## config.mk

```make
export PLATFORM = sky130hd
export DESIGN_NAME = multi_button_led_toggle_flat
export DESIGN_NICKNAME = d
export VERILOG_FILES = /design/src/rtl/multi_button_led_toggle_pkg.sv /design/src/rtl/multi_button_led_toggle_if.sv /design/src/rtl/multi_button_led_toggle_debounce_ch.sv /design/src/rtl/multi_button_led_toggle.sv /design/src/flat_wrapper.sv
export SDC_FILE = /design/constraint.sdc
export NUM_CORES = 1
export LEC_CHECK = 0
export CAP_MARGIN = 20
export CORE_MARGIN = 5
export CORE_UTILIZATION = 53
export DETAILED_ROUTE_END_ITERATION = 10
export GPL_TIMING_DRIVEN = 1
export PLACE_DENSITY = 0.74
export SYNTH_ARGS = -nofsm -noshare
export SYNTH_HDL_FRONTEND = slang
export SYNTH_HIERARCHICAL = 1
export SYNTH_SLANG_ARGS = --single-unit
```

## constraint.sdc

```tcl
create_clock -name i_Clk -period 1.5 [get_ports i_Clk]
set_input_delay 0.225 -clock i_Clk [delete_from_list [all_inputs] [get_ports i_Clk]]
set_output_delay 0.225 -clock i_Clk [all_outputs]
set_load 0.02 [all_outputs]
```

## src/rtl/multi_button_led_toggle_pkg.sv

```systemverilog
// rtl/multi_button_led_toggle_pkg.sv - edge-mode constants and counter sizing helper
package multi_button_led_toggle_pkg;

    localparam int EDGE_FALL = 0;
    localparam int EDGE_RISE = 1;
    localparam int EDGE_BOTH = 2;

    // Bits needed to hold values 0..max_val, never less than one.
    function automatic int cnt_width(input int max_val);
        int w;
        w = 1;
        while ((1 << w) <= max_val) w = w + 1;
        return w;
    endfunction

endpackage

```

## src/rtl/multi_button_led_toggle_if.sv

```systemverilog
// rtl/multi_button_led_toggle_if.sv - button/LED bundle; MULTI_BUTTON_LONG_PRESS_EN adds o_Long_Press
interface multi_button_led_toggle_if #(
    parameter int NUM_CH = 4
);
    logic [NUM_CH-1:0] i_Button;
    logic              i_Clear;
    logic [NUM_CH-1:0] o_LED;
    logic [NUM_CH-1:0] o_Btn_State;
    logic [NUM_CH-1:0] o_Toggle;
`ifdef MULTI_BUTTON_LONG_PRESS_EN
    logic [NUM_CH-1:0] o_Long_Press;

    modport master (
        output i_Button, i_Clear,
        input  o_LED, o_Btn_State, o_Toggle, o_Long_Press
    );
    modport slave (
        input  i_Button, i_Clear,
        output o_LED, o_Btn_State, o_Toggle, o_Long_Press
    );
`else
    modport master (
        output i_Button, i_Clear,
        input  o_LED, o_Btn_State, o_Toggle
    );
    modport slave (
        input  i_Button, i_Clear,
        output o_LED, o_Btn_State, o_Toggle
    );
`endif
endinterface

```

## src/rtl/multi_button_led_toggle_debounce_ch.sv

```systemverilog
// rtl/multi_button_led_toggle_debounce_ch.sv - one channel: sync, debounce, edges; hold counter under MULTI_BUTTON_LONG_PRESS_EN
module button_debounce_ch
    import multi_button_led_toggle_pkg::*;
#(
    parameter int DEBOUNCE_CYCLES = 250000
`ifdef MULTI_BUTTON_LONG_PRESS_EN
    ,
    parameter int LONG_CYCLES = 1000000
`endif
) (
    input  logic clk,
    input  logic rst,
    input  logic button,
    output logic level,
    output logic rise,
    output logic fall
`ifdef MULTI_BUTTON_LONG_PRESS_EN
    ,
    output logic long_press,
    output logic long_held
`endif
);
    localparam int CW = cnt_width(DEBOUNCE_CYCLES);

    logic          sync1;
    logic          sync2;
    logic          stable;
    logic          stable_d;
    logic [CW-1:0] count;

    // Any sample matching the accepted level restarts the stability count.
    always_ff @(posedge clk) begin
        if (rst) begin
            sync1    <= 1'b0;
            sync2    <= 1'b0;
            stable   <= 1'b0;
            stable_d <= 1'b0;
            count    <= '0;
        end else begin
            sync1    <= button;
            sync2    <= sync1;
            stable_d <= stable;
            if (sync2 == stable) begin
                count <= '0;
            end else if (count == CW'(DEBOUNCE_CYCLES - 1)) begin
                stable <= sync2;
                count  <= '0;
            end else begin
                count <= count + 1'b1;
            end
        end
    end

    assign level = stable;
    assign rise  = stable & ~stable_d;
    assign fall  = ~stable & stable_d;

`ifdef MULTI_BUTTON_LONG_PRESS_EN
    localparam int HW = cnt_width(LONG_CYCLES);

    logic [HW-1:0] hold;

    // Saturating at LONG_CYCLES (one past the pulse point) makes the pulse single-shot.
    always_ff @(posedge clk) begin
        if (rst) begin
            hold       <= '0;
            long_press <= 1'b0;
        end else begin
            long_press <= stable && (hold == HW'(LONG_CYCLES - 1));
            if (!stable) begin
                hold <= '0;
            end else if (hold != HW'(LONG_CYCLES)) begin
                hold <= hold + 1'b1;
            end
        end
    end

    assign long_held = (hold == HW'(LONG_CYCLES));
`endif

endmodule

```

## src/rtl/multi_button_led_toggle.sv

```systemverilog
// rtl/multi_button_led_toggle.sv - N-channel debounced button LED toggle; MULTI_BUTTON_LONG_PRESS_EN enables long-press
module multi_button_led_toggle
    import multi_button_led_toggle_pkg::*;
#(
    parameter int NUM_CH          = 4,
    parameter int DEBOUNCE_CYCLES = 250000,
    parameter int EDGE_MODE       = EDGE_FALL,
    parameter bit INIT_LED        = 1'b0
`ifdef MULTI_BUTTON_LONG_PRESS_EN
    ,
    parameter int LONG_CYCLES     = 1000000
`endif
) (
    input logic                      i_Clk,
    input logic                      i_Rst,
    multi_button_led_toggle_if.slave bus
);
    logic [NUM_CH-1:0] level;
    logic [NUM_CH-1:0] rise;
    logic [NUM_CH-1:0] fall;
    logic [NUM_CH-1:0] held_long;
    logic [NUM_CH-1:0] qual;
    logic [NUM_CH-1:0] led;
    logic [NUM_CH-1:0] toggle;

    for (genvar c = 0; c < NUM_CH; c++) begin : g_ch
`ifdef MULTI_BUTTON_LONG_PRESS_EN
        button_debounce_ch #(
            .DEBOUNCE_CYCLES(DEBOUNCE_CYCLES),
            .LONG_CYCLES    (LONG_CYCLES)
        ) u_ch (
            .clk       (i_Clk),
            .rst       (i_Rst),
            .button    (bus.i_Button[c]),
            .level     (level[c]),
            .rise      (rise[c]),
            .fall      (fall[c]),
            .long_press(bus.o_Long_Press[c]),
            .long_held (held_long[c])
        );
`else
        button_debounce_ch #(
            .DEBOUNCE_CYCLES(DEBOUNCE_CYCLES)
        ) u_ch (
            .clk   (i_Clk),
            .rst   (i_Rst),
            .button(bus.i_Button[c]),
            .level (level[c]),
            .rise  (rise[c]),
            .fall  (fall[c])
        );
        assign held_long[c] = 1'b0;
`endif
    end

    // A release that ends a long press is swallowed; presses are never suppressed.
    always_comb begin
        qual = '0;
        case (EDGE_MODE)
            EDGE_RISE: qual = rise;
            EDGE_BOTH: qual = rise | (fall & ~held_long);
            default:   qual = fall & ~held_long;
        endcase
    end

    always_ff @(posedge i_Clk) begin
        if (i_Rst) begin
            led    <= {NUM_CH{INIT_LED}};
            toggle <= '0;
        end else begin
            toggle <= qual;
            if (bus.i_Clear) begin
                led <= '0;
            end else begin
                led <= led ^ qual;
            end
        end
    end

    assign bus.o_LED       = led;
    assign bus.o_Btn_State = level;
    assign bus.o_Toggle    = toggle;

endmodule

```

## src/flat_wrapper.sv

```systemverilog
// flat-port wrapper written by rule: the top's interface ports become plain ports
module multi_button_led_toggle_flat import multi_button_led_toggle_pkg::*;
#(
    parameter int NUM_CH          = 4,
    parameter int DEBOUNCE_CYCLES = 250000,
    parameter int EDGE_MODE       = EDGE_FALL,
    parameter bit INIT_LED        = 1'b0

)
  (i_Clk, i_Rst, bus_i_Button, bus_i_Clear, bus_o_LED, bus_o_Btn_State, bus_o_Toggle);
  multi_button_led_toggle_if #(.NUM_CH(NUM_CH)) bus_i ();
  input logic i_Clk;
  input logic i_Rst;
  input wire logic [$bits(bus_i.i_Button)-1:0] bus_i_Button;
  input wire logic [$bits(bus_i.i_Clear)-1:0] bus_i_Clear;
  output wire logic [$bits(bus_i.o_LED)-1:0] bus_o_LED;
  output wire logic [$bits(bus_i.o_Btn_State)-1:0] bus_o_Btn_State;
  output wire logic [$bits(bus_i.o_Toggle)-1:0] bus_o_Toggle;
  assign bus_i.i_Button = bus_i_Button;
  assign bus_i.i_Clear = bus_i_Clear;
  assign bus_o_LED = bus_i.o_LED;
  assign bus_o_Btn_State = bus_i.o_Btn_State;
  assign bus_o_Toggle = bus_i.o_Toggle;
  multi_button_led_toggle #(.NUM_CH(NUM_CH), .DEBOUNCE_CYCLES(DEBOUNCE_CYCLES), .EDGE_MODE(EDGE_MODE), .INIT_LED(INIT_LED)) u_core (.i_Clk(i_Clk), .i_Rst(i_Rst), .bus(bus_i));
endmodule
```

==> impl_results.md <==
* Area used by sequential logic in the layout at 0.00197 mm²
* Type of the setup path with the least slack: flip-flop to flip-flop
* Final critical-path setup slack at -0.117 ns
* Number of levels in the clock H-tree at 3
* Clock Skew at 0.00923 ns
* Initial standard-cell utilization of the core at 53.9%
* Leakage dissipation at 2.09 nW
* Worst Path Required at 1.75 ns
* Post-route DRC violation count at 0
* Number of global-route vias before repair at 3423
* Number of CTS-inserted buffers at 9
* Die width at 98.2 µm
* Max capacitance violation total at 0
* Area of all placed cells without fillers at 0.00600 mm²
* Maximum clock frequency at 0.619 GHz
* Die footprint at 0.00964 mm²
* Final critical-path share of the clock period at 108%
* Worst Path Arrival at 1.87 ns
* Ratio of total power to cell area at 777 mW/mm²
* Worst-path fanout max at 4
* Startpoint Class: flip-flop
* Count of final max-slew check failures at 0
* Final setup violation count at 75
* Count of endpoints failing hold in the final timing report at 0
* Detailed-placement wirelength estimate at 5840 µm
* Wire length of the first global-routing pass at 15900 µm
* Placement row count at 32
* Number of input and output port buffers inserted at 18
* Result of the run: complete, but fails checks
* Ratio of routed vias to standard cells at 5.41
* Total wirelength of the detailed-routed design at 10400 µm
* Multi-input combinational cell area at 0.00261 mm²
* Last weighted congestion value of the routability-driven placer at 0.836
* Placed cell count at 623
* Root Buffer: clkbuf_8
* Worst setup EP type: flip-flop
* Diodes inserted at 0
* Share of layout cells above drive strength 1 at 41.6%
* Wire length per cell after detailed routing at 15.8 µm
* Final core area utilization at 78.5%
* Clock tree from TritonCTS: built
* Post-route non-filler standard cell count at 657
* Filler instances at 461
* Final global-route overflow total at 0
* Pin count of the biggest net entering global routing at 19
* Clock tree buffer depth at 2
* Post-synthesis to final-layout area growth at 45.6%
* Clock latency of the later-clocked register in the worst-skew pair at 0.36 ns
* Number of vias in the routed layout at 3555
* Antenna violations before repair at 0
* Number of clock sinks seen by CTS at 96
* Class of the most critical hold timing path: primary input to flip-flop
* Mean instance size in the synthesized netlist at 9.45 µm²
* Max IR drop VDD at 0.000541 V
* Post-route minimum period at 1.62 ns
* Std-Cell Core Area at 0.00765 mm²
* Number of nets in the layout at 561
* Post-synthesis net count at 447
* Area after DPL at 0.00501 mm²
* Violated checks: setup timing
* Drt first-iter violations at 144
* Drt pass-1 iters at 5
* Residual antenna-violating net count after detailed routing at 0
* Yosys warns at 6
* Clk slew on worst S/H paths at 0.09 ns
* RSZ-0062 raised after global routing: yes
* Synthesized instance count at 436
* Transition time of the tightest slew-check pin at 0.426 ns
* Num ports at 19
* Global routing usage summed across all routing layers at 20.0%
* Final Total Pwr at 0.00466 W
* Y dimension of the die at 98.2 µm
* Setup TNS after final layout at -4.37 ns
* Worst rel slew slack at 71.4%
* Synthesized cell area at 0.00412 mm²
## worst paths after layout
check / cells past startpoint / to / startpoint / slack [ns]
worst min-delay path: 2 / u_core/g_ch[1].u_ch/sync1$_SDFF_PP0_ / bus_i_Button[1] / 0.41
worst max register to register: 6 / u_core/g_ch[0].u_ch/count[3]$_SDFF_PP0_ / u_core/g_ch[0].u_ch/count[11]$_SDFF_PP0_ / -0.12
worst max-delay path: 6 / u_core/g_ch[0].u_ch/count[3]$_SDFF_PP0_ / u_core/g_ch[0].u_ch/count[11]$_SDFF_PP0_ / -0.12
worst min register to register: 1 / u_core/g_ch[3].u_ch/count[0]$_SDFF_PP0_ / u_core/g_ch[3].u_ch/count[0]$_SDFF_PP0_ / 0.45
## cell usage in the layout (no fill, tap or decap), types with 8 or more instances in the layout
cell,instances
dfxtp_2,13
nand3_1,18
nand4_1,12
nor2_1,40
xnor2_1,64
buf_4,74
dfxtp_1,75
nand2_1,8
buf_6,15
dlygate4sd2_1,9
clkbuf_8,12
nor4_1,15
inv_1,16
nor2_2,33
nor2b_1,23
dfxtp_4,8
nor3_1,20
nand4_4,8
## routing by layer
metal / global-route usage, % / wire length (µm)
met5: 0 / 0
met2: 33.4 / 5140
met1: 25.2 / 4530
met4: 7.67 / 254
met3: 4.50 / 473
## worst max-delay path, cell delays in order, from the launching register on
cell and delay (ns):
dfxtp_2 0.34, nor4b_4 0.29, nand4b_1 0.24, o31ai_4 0.28, buf_6 0.16, clkbuf_16 0.15
nor2_2 0.04
## report_power, final
group          leakage (nW)  switching, W  total, W  internal (W)
sequential            0.788     0.0000105   0.00256       0.00255
combinational          1.18     0.0000600  0.000129     0.0000689
clock                 0.123      0.000896   0.00198       0.00108
total                  2.09      0.000966   0.00466       0.00370
## registers in the layout (all words and copies together), names as in the netlist
name,flops
u_core/g_ch.u_ch/count,72
u_core/g_ch.u_ch/sync1,4
u_core/bus.o_LED,4
u_core/g_ch.u_ch/stable_d,4
u_core/g_ch.u_ch/sync2,4
u_core/g_ch.u_ch/level,4
u_core/bus.o_Toggle,4
## metrics by stage
| stage | setup slack (ns) | hold WS (ns) |
|---|---|---|
| 4_1_cts | -0.0581 | 0.416 |
| 3_5_place_dp | -0.233 | 0.442 |
| 2_1_floorplan | -0.0425 | 0.291 |
| 3_3_place_gp | -0.0639 | 0.422 |
| 5_1_grt | -0.220 | 0.400 |
| 6_report | -0.117 | 0.412 |
## cell type report
class                           count  share of cell area [%]
Clock buffer                       12                    2.75
Clock inverter                      4                    1.23
Inverter                           16                    1.00
Multi-Input combinational cell    316                    43.6
Sequential cell                    96                    32.8
Tap cell                          102                    2.13
Timing Repair Buffer              111                    16.5
## what timing repair did
| item | in CTS | in global routing |
|---|---|---|
| hold buffers | 0 | 0 |
| endpoints found under the setup margin | 79 | 79 |
| pin swaps | 25 | 20 |
| resized for setup | 66 | 94 |
| buffers inserted | 11 | 3 |
| gates cloned | 1 | 5 |
(Power assumes the default switching activity.)
